## src/rtl/muldiv_pkg.sv

```systemverilog
// Shared types and defaults for the multiply/divide sequencer.
package muldiv_pkg;

    typedef enum logic [1:0] {
        IDLE    = 2'd0,
        RUN     = 2'd1,
        CAPTURE = 2'd2,
        DONE    = 2'd3
    } state_t;

    typedef enum logic {
        OP_MULT = 1'b0,
        OP_DIV  = 1'b1
    } op_t;

    localparam int CNT_W        = 6;
    localparam int MULT_LAT_DEF = 34;
    localparam int DIV_LAT_DEF  = 34;

endpackage

```

## src/rtl/muldiv_ctrl.sv

```systemverilog
// Sequencer for an external multiplier/divider; owns HI/LO.
// Define MULDIV_DIV_EN to enable division; otherwise DIV reports err.
module muldiv_ctrl
    import muldiv_pkg::*;
#(
    parameter int MULT_LAT = MULT_LAT_DEF,
    parameter int DIV_LAT  = DIV_LAT_DEF
) (
    input  logic        clk,
    input  logic        reset,
    input  logic        start,
    input  logic        op,
    input  logic [31:0] rs_val,
    input  logic [31:0] rt_val,
    output logic [31:0] op_a,
    output logic [31:0] op_b,
    output logic        mult_ctrl,
    output logic        div_ctrl,
    input  logic [31:0] mult_hi,
    input  logic [31:0] mult_lo,
    input  logic [31:0] div_q,
    input  logic [31:0] div_r,
    output logic [31:0] hi,
    output logic [31:0] lo,
    output logic        busy,
    output logic        done,
    output logic        err
);

    if (MULT_LAT < 2 || MULT_LAT > 63) begin : g_bad_mult
        $error("MULT_LAT out of range 2..63");
    end
    if (DIV_LAT < 2 || DIV_LAT > 63) begin : g_bad_div
        $error("DIV_LAT out of range 2..63");
    end

    localparam logic [CNT_W-1:0] MULT_END = CNT_W'(MULT_LAT - 1);
    localparam logic [CNT_W-1:0] DIV_END  = CNT_W'(DIV_LAT - 1);

    state_t           state;
    op_t              op_q;
    logic [CNT_W-1:0] cnt;
    logic [CNT_W-1:0] cnt_end;
    op_t              op_in;
    logic             reject;

    assign op_in   = op_t'(op);
    assign cnt_end = (op_q == OP_DIV) ? DIV_END : MULT_END;
    assign busy    = (state != IDLE);

`ifdef MULDIV_DIV_EN
    assign reject = (op_in == OP_DIV) && (rt_val == 32'd0);
`else
    // No divider present: every DIV request is refused.
    logic unused_div;
    assign unused_div = ^{div_q, div_r};
    assign reject     = (op_in == OP_DIV);
    assign div_ctrl   = 1'b0;
`endif

    always_ff @(posedge clk) begin
        if (reset) begin
            state     <= IDLE;
            op_q      <= OP_MULT;
            cnt       <= '0;
            op_a      <= '0;
            op_b      <= '0;
            hi        <= '0;
            lo        <= '0;
            done      <= 1'b0;
            err       <= 1'b0;
            mult_ctrl <= 1'b0;
`ifdef MULDIV_DIV_EN
            div_ctrl  <= 1'b0;
`endif
        end else begin
            done <= 1'b0;
            unique case (state)
                IDLE: begin
                    if (start) begin
                        op_q <= op_in;
                        op_a <= rs_val;
                        op_b <= rt_val;
                        cnt  <= '0;
                        err  <= 1'b0;
                        if (reject) begin
                            state <= DONE;
                            done  <= 1'b1;
                            err   <= 1'b1;
                        end else begin
                            state     <= RUN;
                            mult_ctrl <= (op_in == OP_MULT);
`ifdef MULDIV_DIV_EN
                            div_ctrl  <= (op_in == OP_DIV);
`endif
                        end
                    end
                end
                RUN: begin
                    cnt <= cnt + CNT_W'(1);
                    if (cnt == cnt_end) begin
                        state     <= CAPTURE;
                        mult_ctrl <= 1'b0;
`ifdef MULDIV_DIV_EN
                        div_ctrl  <= 1'b0;
`endif
                    end
                end
                CAPTURE: begin
`ifdef MULDIV_DIV_EN
                    if (op_q == OP_DIV) begin
                        hi <= div_r;
                        lo <= div_q;
                    end else begin
                        hi <= mult_hi;
                        lo <= mult_lo;
                    end
`else
                    hi <= mult_hi;
                    lo <= mult_lo;
`endif
                    state <= DONE;
                    done  <= 1'b1;
                end
                DONE: begin
                    state <= IDLE;
                end
            endcase
        end
    end

endmodule

```

## config.mk

```make
export PLATFORM = sky130hd
export DESIGN_NAME = muldiv_ctrl
export DESIGN_NICKNAME = d
export VERILOG_FILES = /design/src/rtl/muldiv_pkg.sv /design/src/rtl/muldiv_ctrl.sv
export SDC_FILE = /design/constraint.sdc
export NUM_CORES = 1
export LEC_CHECK = 0
export CAP_MARGIN = 10
export CORE_ASPECT_RATIO = 0.7
export CORE_MARGIN = 5
export CORE_UTILIZATION = 40
export CTS_BUF_LIST = sky130_fd_sc_hd__clkbuf_2
export DETAILED_ROUTE_END_ITERATION = 16
export GPL_TIMING_DRIVEN = 0
export PLACE_DENSITY = 0.95
export SYNTH_ARGS = -nofsm -noshare
export SYNTH_HDL_FRONTEND = slang
export SYNTH_SLANG_ARGS = --single-unit
```

## constraint.sdc

```tcl
create_clock -name clk -period 2.8 [get_ports clk]
set_clock_uncertainty 0.1 [all_clocks]
set_input_delay 0.7 -clock clk [delete_from_list [all_inputs] [get_ports clk]]
set_output_delay 0.7 -clock clk [all_outputs]
set_load 0.02 [all_outputs]
```

### Word level (Yosys, flattened, before mapping)

Index checks and enable logic that the tools add are counted.

| cells by class | value |
|---|---|
| reductions and logical operators | 7 |
| equality and inequality tests | 7 |
| bitwise logic cells | 1 |
| add/sub/neg operators | 1 |
| muxes and demuxes | 13 |

Operator list:

| cell | number |
|---|---|
| case mux 6 bit (2 select lines) | 1 |
| case mux 2 bit (4 select lines) | 1 |
| adder 6 x 1 -> 6 bit, second input constant | 1 |
| == test 6 bit, second input constant | 1 |
| two-way mux 2 bit | 3 |
| two-way mux 6 bit | 1 |
| != test 2 bit, second input constant | 3 |
| AND reduction 2 bit | 3 |
| two-way mux 1 bit | 5 |
| == test 2 bit, second input constant | 2 |
| case mux 1 bit (2 select lines) | 2 |
| AND reduction 4 bit | 1 |
| nonzero test 2 bit | 2 |
| == test 2 x 1 -> 1 bit, second input constant | 1 |
| logical NOT 2 bit | 1 |
| inverter 1 bit | 1 |

| word-level totals | value |
|---|---|
| register bits after elaboration | 139 |
| input bits | 196 |

### Depth between registers and ports, before layout

Gate-level depths: netlist of run 1.

| logic depth | value |
|---|---|
| depth after elaboration | 4 |
| depth in mapped cells | 7 |
| mapped depth without buffers | 5 |

### Worst setup path before layout of run 1

No wires, ideal clock.

| path | value |
|---|---|
| path kind | input to register |
| from | input reset |
| to | register hi[0] |
| slack | 0.993 ns |
| library setup time | 0.128 ns |
| required time | 2.572 ns |
| stages | 4 |
| data arrival time | 1.579 ns |
| cells stage by stage | clkbuf_1 clkbuf_1 buf_1 nor2_1 |

RTL lines:

| element | RTL line | text |
|---|---|---|
| start, declared | muldiv_ctrl.sv:10 | `input logic reset,` |
| end signal, assigned | muldiv_ctrl.sv:119 | `hi <= mult_hi;` |
| end, declared | muldiv_ctrl.sv:23 | `output logic [31:0] hi,` |

No word-level cell between the ends.

### Worst setup path after layout of run 1

| path | value |
|---|---|
| from | register state[0] |
| to | output busy |

| on the way | value |
|---|---|
| word-level cells in the longest chain between the ends | 1 |

Ends and longest elaborated chain:

| element | RTL line | text |
|---|---|---|
| start, declared | muldiv_ctrl.sv:40 | `state_t state;` |
| start signal, assigned | muldiv_ctrl.sv:63 | `state <= IDLE;` |
| start signal, assigned | muldiv_ctrl.sv:87 | `state <= DONE;` |
| start signal, assigned | muldiv_ctrl.sv:91 | `state <= RUN;` |
| nonzero test 2 bit | muldiv_ctrl.sv:49 | `assign busy = (state != IDLE);` |
| end, declared | muldiv_ctrl.sv:25 | `output logic busy,` |

No other way between the ends.

==> results of run 1 <==
-- worst max-delay path, cell delays in order, from the launching register on --
cell and delay (ps):
dfxtp_1 400, inv_1 90, ha_1 260, inv_1 100, clkdlybuf4s15_1 300
-- placed cells by master, fill, tap and decap left out, types with 2 or more instances in the layout --
cell,Yosys,routed
clkdlybuf4s50_1,0,261
dfxtp_1,139,139
nand2_1,134,134
a21oi_1,73,73
nor2_1,69,69
mux2i_1,65,65
clkbuf_1,21,21
clkbuf_2,0,19
buf_2,13,13
inv_1,9,9
ha_1,6,6
clkinvlp_4,0,4
buf_1,3,3
o21ai_0,3,3
clkinv_2,0,3
a221oi_1,2,2
o31ai_1,2,2
or4_1,2,2
or3_1,2,2
nand3b_1,2,2
a211oi_1,2,2
bufinv_16,0,2
clkinv_4,0,2
-- logic make-up after synthesis --
logic type,synth area share
mux,0.129
fa+ha+maj,0.0149
flops,0.554
simple gates,0.169
compound gates,0.0914
buf+inv,0.0413
other cells,0.000746
-- stage by stage --
stage | std cells | worst slack, ps | hold WS, ps | cell area [um2]
3_5_place_dp | 984 | 194 | 346 | 7850
2_1_floorplan | 560 | 993 | 352 | 5030
6_report | 1015 | 221 | 367 | 8070
3_3_place_gp | 984 | 226 | 341 | 7850
5_1_grt | 1015 | 22.0 | 352 | 8070
4_1_cts | 1015 | 112 | 369 | 8070
-- cell usage after synthesis, drive strengths merged (2+ instances only) --
master / count
clkbuf: 21
or4: 2
ha: 6
or3: 2
inv: 9
a221oi: 2
a21oi: 73
a211oi: 2
mux2i: 65
o21ai: 3
dfxtp: 139
nor2: 69
nand2: 134
nand3b: 2
o31ai: 2
buf: 18
-- layout make-up --
type | count | area (um2) | area share
clock inverters | 12 | 126 | 0.0157
well taps | 162 | 203 | 0.0251
repair buffers | 262 | 2620 | 0.325
inverters | 9 | 33.8 | 0.00418
flip-flops and latches | 139 | 2780 | 0.345
multi-input cells | 373 | 2040 | 0.252
clock buffers | 19 | 95.1 | 0.0118
plain buffers | 39 | 174 | 0.0215
-- what timing repair did --
action	in CTS	in global routing
gates resized for setup	1	1
endpoints found under the setup margin	1	1
buffers inserted	0	0
pin swaps	0	0
-- path summary, 6_finish.rpt --
kind | start | to | slack, ps | cells past startpoint
worst max-delay path | state[0] | busy | 220 | 4
worst min-delay path | op_a[17] | op_a[17] | 370 | 2
worst max register to register | state[0] | op_b[16] | 820 | 7
worst min register to register | op_a[17] | op_a[17] | 370 | 2
-- layer usage --
metal / wire [um] / up-vias
met4: 232 / 0
li1: - / 2391
met5: 0 / -
met3: 2210 / 20
met2: 7740 / 201
met1: 6100 / 2181
-- registers in the layout, indices dropped and copies added, names as in the netlist --
register   count
hi            32
op_a          32
err            1
lo            32
op_b          32
cnt            6
done           1
state          2
mult_ctrl      1
-- report_power, final --
group / switching (mW) / total (mW) / leakage (nW) / internal [mW]
Combinational: 1.54 / 2.85 / 1.74 / 1.31
Clock: 0.705 / 1.11 / 0.129 / 0.403
Sequential: 0.193 / 2.53 / 1.14 / 2.34
==> summary.md, run 1 <==
| Metric | Value |
|---|---|
| Setup TNS | `0 ps` |
| Total GRT Usage | `0.209` |
| Syn Nets | `between 700 and 800` |
| Final GP Congestion | `~0.83` |
| Final Hold Fails | `0` |
| Clk buf depth | `2` |
| Distinct cells, synth | `30` |
| CTS HTree Levels | `4` |
| Critical path required time | `2000 ps` |
| Vias in the first global route | `4,843` |
| Worst-margin pin slew | `655 ps` |
| Arr. time, crit path | `1780 ps` |
| Largest area contributor in the netlist | `dfxtp_1` |
| Clk sinks | `139` |
| Inserted Clock Buffers | `17` |
| Rows | `34` |
| Total power | `between 6 and 7 mW` |
| Ports | `329` |
| Layout cell share with drive strength beyond 1 | `0.0528` |
| Via density | `4.72` |
| RSZ-0062 raised after global routing | `false` |
| MaxCap Viol Count | `0` |
| Core Util, Final | `0.652` |
| Mapped cell area | `slightly above 0.005 mm2` |
| Outcome | `completed` |
| Largest net degree at the start of global routing | `17` |
| Max Transition Viols Final | `0` |
| Register bit total from synthesis | `139` |
| WL final | `16.3 mm` |
| Post-synthesis sequential area ratio | `0.554` |
| Period Utilization, post-route | `0.921` |
| Startpoint Class | `flip-flop` |
| Die extent in y | `104 um` |
| Cell area power density | `804 mW/mm2` |
| Synth Instances | `560` |
| Area share of the largest cell type after synthesis | `0.554` |
| Synth Flop Type | `dfxtp_1` |
| Crit Path Category | `flip-flop to output pin` |
| Die width | `around 140 um` |
| M3 GR Usage | `0.120` |
| Antenna violations before repair | `0` |
| Hold Buf Count CTS | `0` |
| Number of synthesized flops with an enable pin | `0` |
| Mean area per synthesized cell | `8.98 um2` |
| CP max FO | `4` |
| Worst-path clk slew | `200 ps` |
| Die Area | `0.0149 mm2` |
| FMAX | `388 MHz` |
| Worst min-delay path class | `flip-flop to flip-flop` |
| Gr busiest metal | `met2` |
| Final net count | `about 1.0k` |
| Leakage | `around 3.0 nW` |
| Vias | `4,793` |
| Met2 Use GR | `0.350` |
| Clock root cell | `clkbuf_2` |
| Iter 0 DRT Violations | `roughly 150` |
| Post-route ant nets | `0` |
| CTS tree | `built` |
| Area grow syn2layout | `60.6%` |
| Routed WL per cell | `16.0 um` |
| Number of synthesis warnings | `0` |
| Area contributors post-synth | `dfxtp_1 55%, mux2i_1 13%, nand2_1 10%, a21oi_1 7.3%, nor2_1 5.2%` |
| Antenna cells | `0` |
| Critical Path End Type | `output pin` |
| IO buf count | `262` |
| Final critical-path required period | `2580 ps` |
| Hpwl dp | `12.8 mm` |
| Initial Util | `0.406` |
| # fillers | `1,009` |
| Total core area | `~0.012 mm2` |
| Met1 usage | `0.226` |
| First-pass GRT wire length | `around 25 mm` |
| Worst-Skew Late Latency | `630 ps` |
| First-pass DRT Iterations | `4` |
| Post-route DRC | `0` |
| Ys async rst share | `0` |
| Rel. slew slack | `0.558` |
| Setup violators final | `0` |
| Grt total ovfl | `0` |
| VDD IR-drop max | `0.472 mV` |
Power figures use the tool's default switching activity.
==> inputs of run 2 (changes only) <==
CORE_AREA = 5 5 125 127   (was unset)
CORE_ASPECT_RATIO = unset   (was 0.7)
CORE_MARGIN = unset   (was 5)
CORE_UTILIZATION = unset   (was 40)
DIE_AREA = 0 0 130 132   (was unset)
PLACE_DENSITY = 0.86   (was 0.95)
==> run 2 against run 1 <==
  * Sequential power hardly changed
  * Critical endpoint is now op_a[0]
  * Die area rose by 15%
  * Critical path depth is 3 lower
  * Sequential share of layout area shrank 0.19 points
  * Hold slack is essentially flat
  * Largest power group unchanged
  * First-iteration DRC count up 7.9%
  * Total power increased by 1.7%
  * Highest routed layer unchanged
  * Final cell count increased by 2.2%
  * Combinational power hardly changed
  * Setup slack gained 14 ps
==> summary.md, run 2 (synthesis results as in run 1) <==
| Metric | Value |
|---|---|
| Vias in the first global route | `about 5k` |
| Rel. slew slack | `0.577` |
| Final net count | `~1.0k` |
| Setup violators final | `0` |
| Ports | `329` |
| RR Startpoint | `state[0]` |
| Commonest non-fill, non-tap cell in the layout | `clkdlybuf4s50_1` |
| Via density | `approximately 4.7` |
| WL final | `between 15 and 20 mm` |
| # fillers | `roughly 1.3k` |
| Outcome | `completed` |
| Vias | `4,837` |
| Final Hold Fails | `0` |
| Post-route DRC | `0` |
| Worst min-delay path class | `flip-flop to flip-flop` |
| Area grow syn2layout | `61.5%` |
| CP max stage cell | `clkdlybuf4s50_1` |
| Area occupied by multi-input gates | `0.00204 mm2` |
| Grt total ovfl | `0` |
| FMAX | `390 MHz` |
| Non-filler instance count after layout | `just over 1k` |
| Worst-margin pin slew | `about 630 ps` |
| Crit-path cells | `clkdlybuf4s50_1` |
| Initial Util | `0.351` |
| MaxCap Viol Count | `0` |
| Antenna violations before repair | `1` |
| Crit path from | `op_a[0]` |
| IO buf count | `262` |
| Buf/Inv on CP | `1` |
| Min-delay src | `op_b[4]` |
| Period Utilization, post-route | `0.916` |
| Die Area | `~0.017 mm2` |
| First-pass GRT wire length | `~25 mm` |
| Critical path required time | `approximately 2000 ps` |
| Worst-Skew Late Latency | `~680 ps` |
| Cell area power density | `813 mW/mm2` |
| Max Transition Viols Final | `0` |
| Die width | `130 um` |
| Final critical-path required period | `2570 ps` |
| CTS HTree Levels | `4` |
| Dpl cells | `1,006` |
| Arr. time, crit path | `1770 ps` |
| Largest net degree at the start of global routing | `17` |
| Final GP Congestion | `between 0.8 and 0.9` |
| Worst-path clk slew | `220 ps` |
| Most frequent cells in the layout | `261 x clkdlybuf4s50_1, 139 x dfxtp_1, 134 x nand2_1, 73 x a21oi_1, 69 x nor2_1` |
| Register Area | `~0.0028 mm2` |
| Clk buf depth | `2` |
| Total GRT Usage | `0.187` |
| Post-CTS Resized | `1` |
| Hpwl dp | `12.8 mm` |
| CTS tree | `built` |
| VDD IR-drop max | `0.442 mV` |
| Clock root cell | `clkbuf_2` |
| Setup TNS | `0 ps` |
| Core Util, Final | `0.567` |
| Post-CTS Repair Setup Buffers | `0` |
| Inserted Clock Buffers | `17` |
| Leakage | `3.03 nW` |
| Hold Buf Count CTS | `0` |
| Die extent in y | `about 130 um` |
| Top Family by Delay on Critical Path | `buffers and inverters` |
| Startpoint Class | `flip-flop` |
| Total core area | `0.0143 mm2` |
| Iter 0 DRT Violations | `roughly 160` |
| Critical Path End Type | `output pin` |
| Crit Path Category | `flip-flop to output pin` |
| CP max FO | `2` |
| Post-route ant nets | `0` |
| Layout cell share with drive strength beyond 1 | `0.0540` |
| Clk sinks | `139` |
| Routed WL per cell | `approximately 16 um` |
| RSZ-0062 raised after global routing | `false` |
| Highest cell delay on the worst timing path | `630 ps` |
| Rows | `between 40 and 50` |
| First-pass DRT Iterations | `5` |
==> run 2: per-stage QoR <==
step | setup slack (ps) | hold slack (ps) | area, um2 | power, mW
after CTS | 61.1 | 314 | 8120 | 6.68
after detailed placement | 200 | 345 | 7880 | 5.44
after global placement | 233 | 341 | 7880 | 5.38
final | 234 | 367 | 8120 | 6.60
after floorplan | 993 | 352 | 5030 | 4.19
after global routing | 77.4 | 286 | 8120 | 7.01
==> run 2: layer usage <==
metal,routed length [um],global-route usage,vias to the layer above
met2,7780,0.314,232
met5,0,0,-
met3,2120,0.100,28
met4,454,0.0768,0
li1,-,-,2399
met1,6110,0.193,2178
==> run 2: cell type report <==
class                   count  share of cell area
diodes                      1            0.000308
clock buffers              18              0.0111
plain buffers              39              0.0214
flip-flops and latches    139               0.343
repair buffers            262               0.322
clock inverters            12              0.0186
well taps                 184              0.0284
multi-input cells         373               0.251
inverters                   9             0.00416
==> run 2: final timing paths <==
path	endpoint	slack, ps	cells past startpoint
hold reg to reg	op_b[4]	370	2
hold / removal	op_b[4]	370	2
setup / recovery	op_a[0]	230	1
setup reg to reg	hi[28]	730	7
==> run 2: where the power goes <==
group / internal, mW / switching (mW)
Sequential: 2.34 / 0.196
Combinational: 1.30 / 1.53
Clock: 0.488 / 0.734
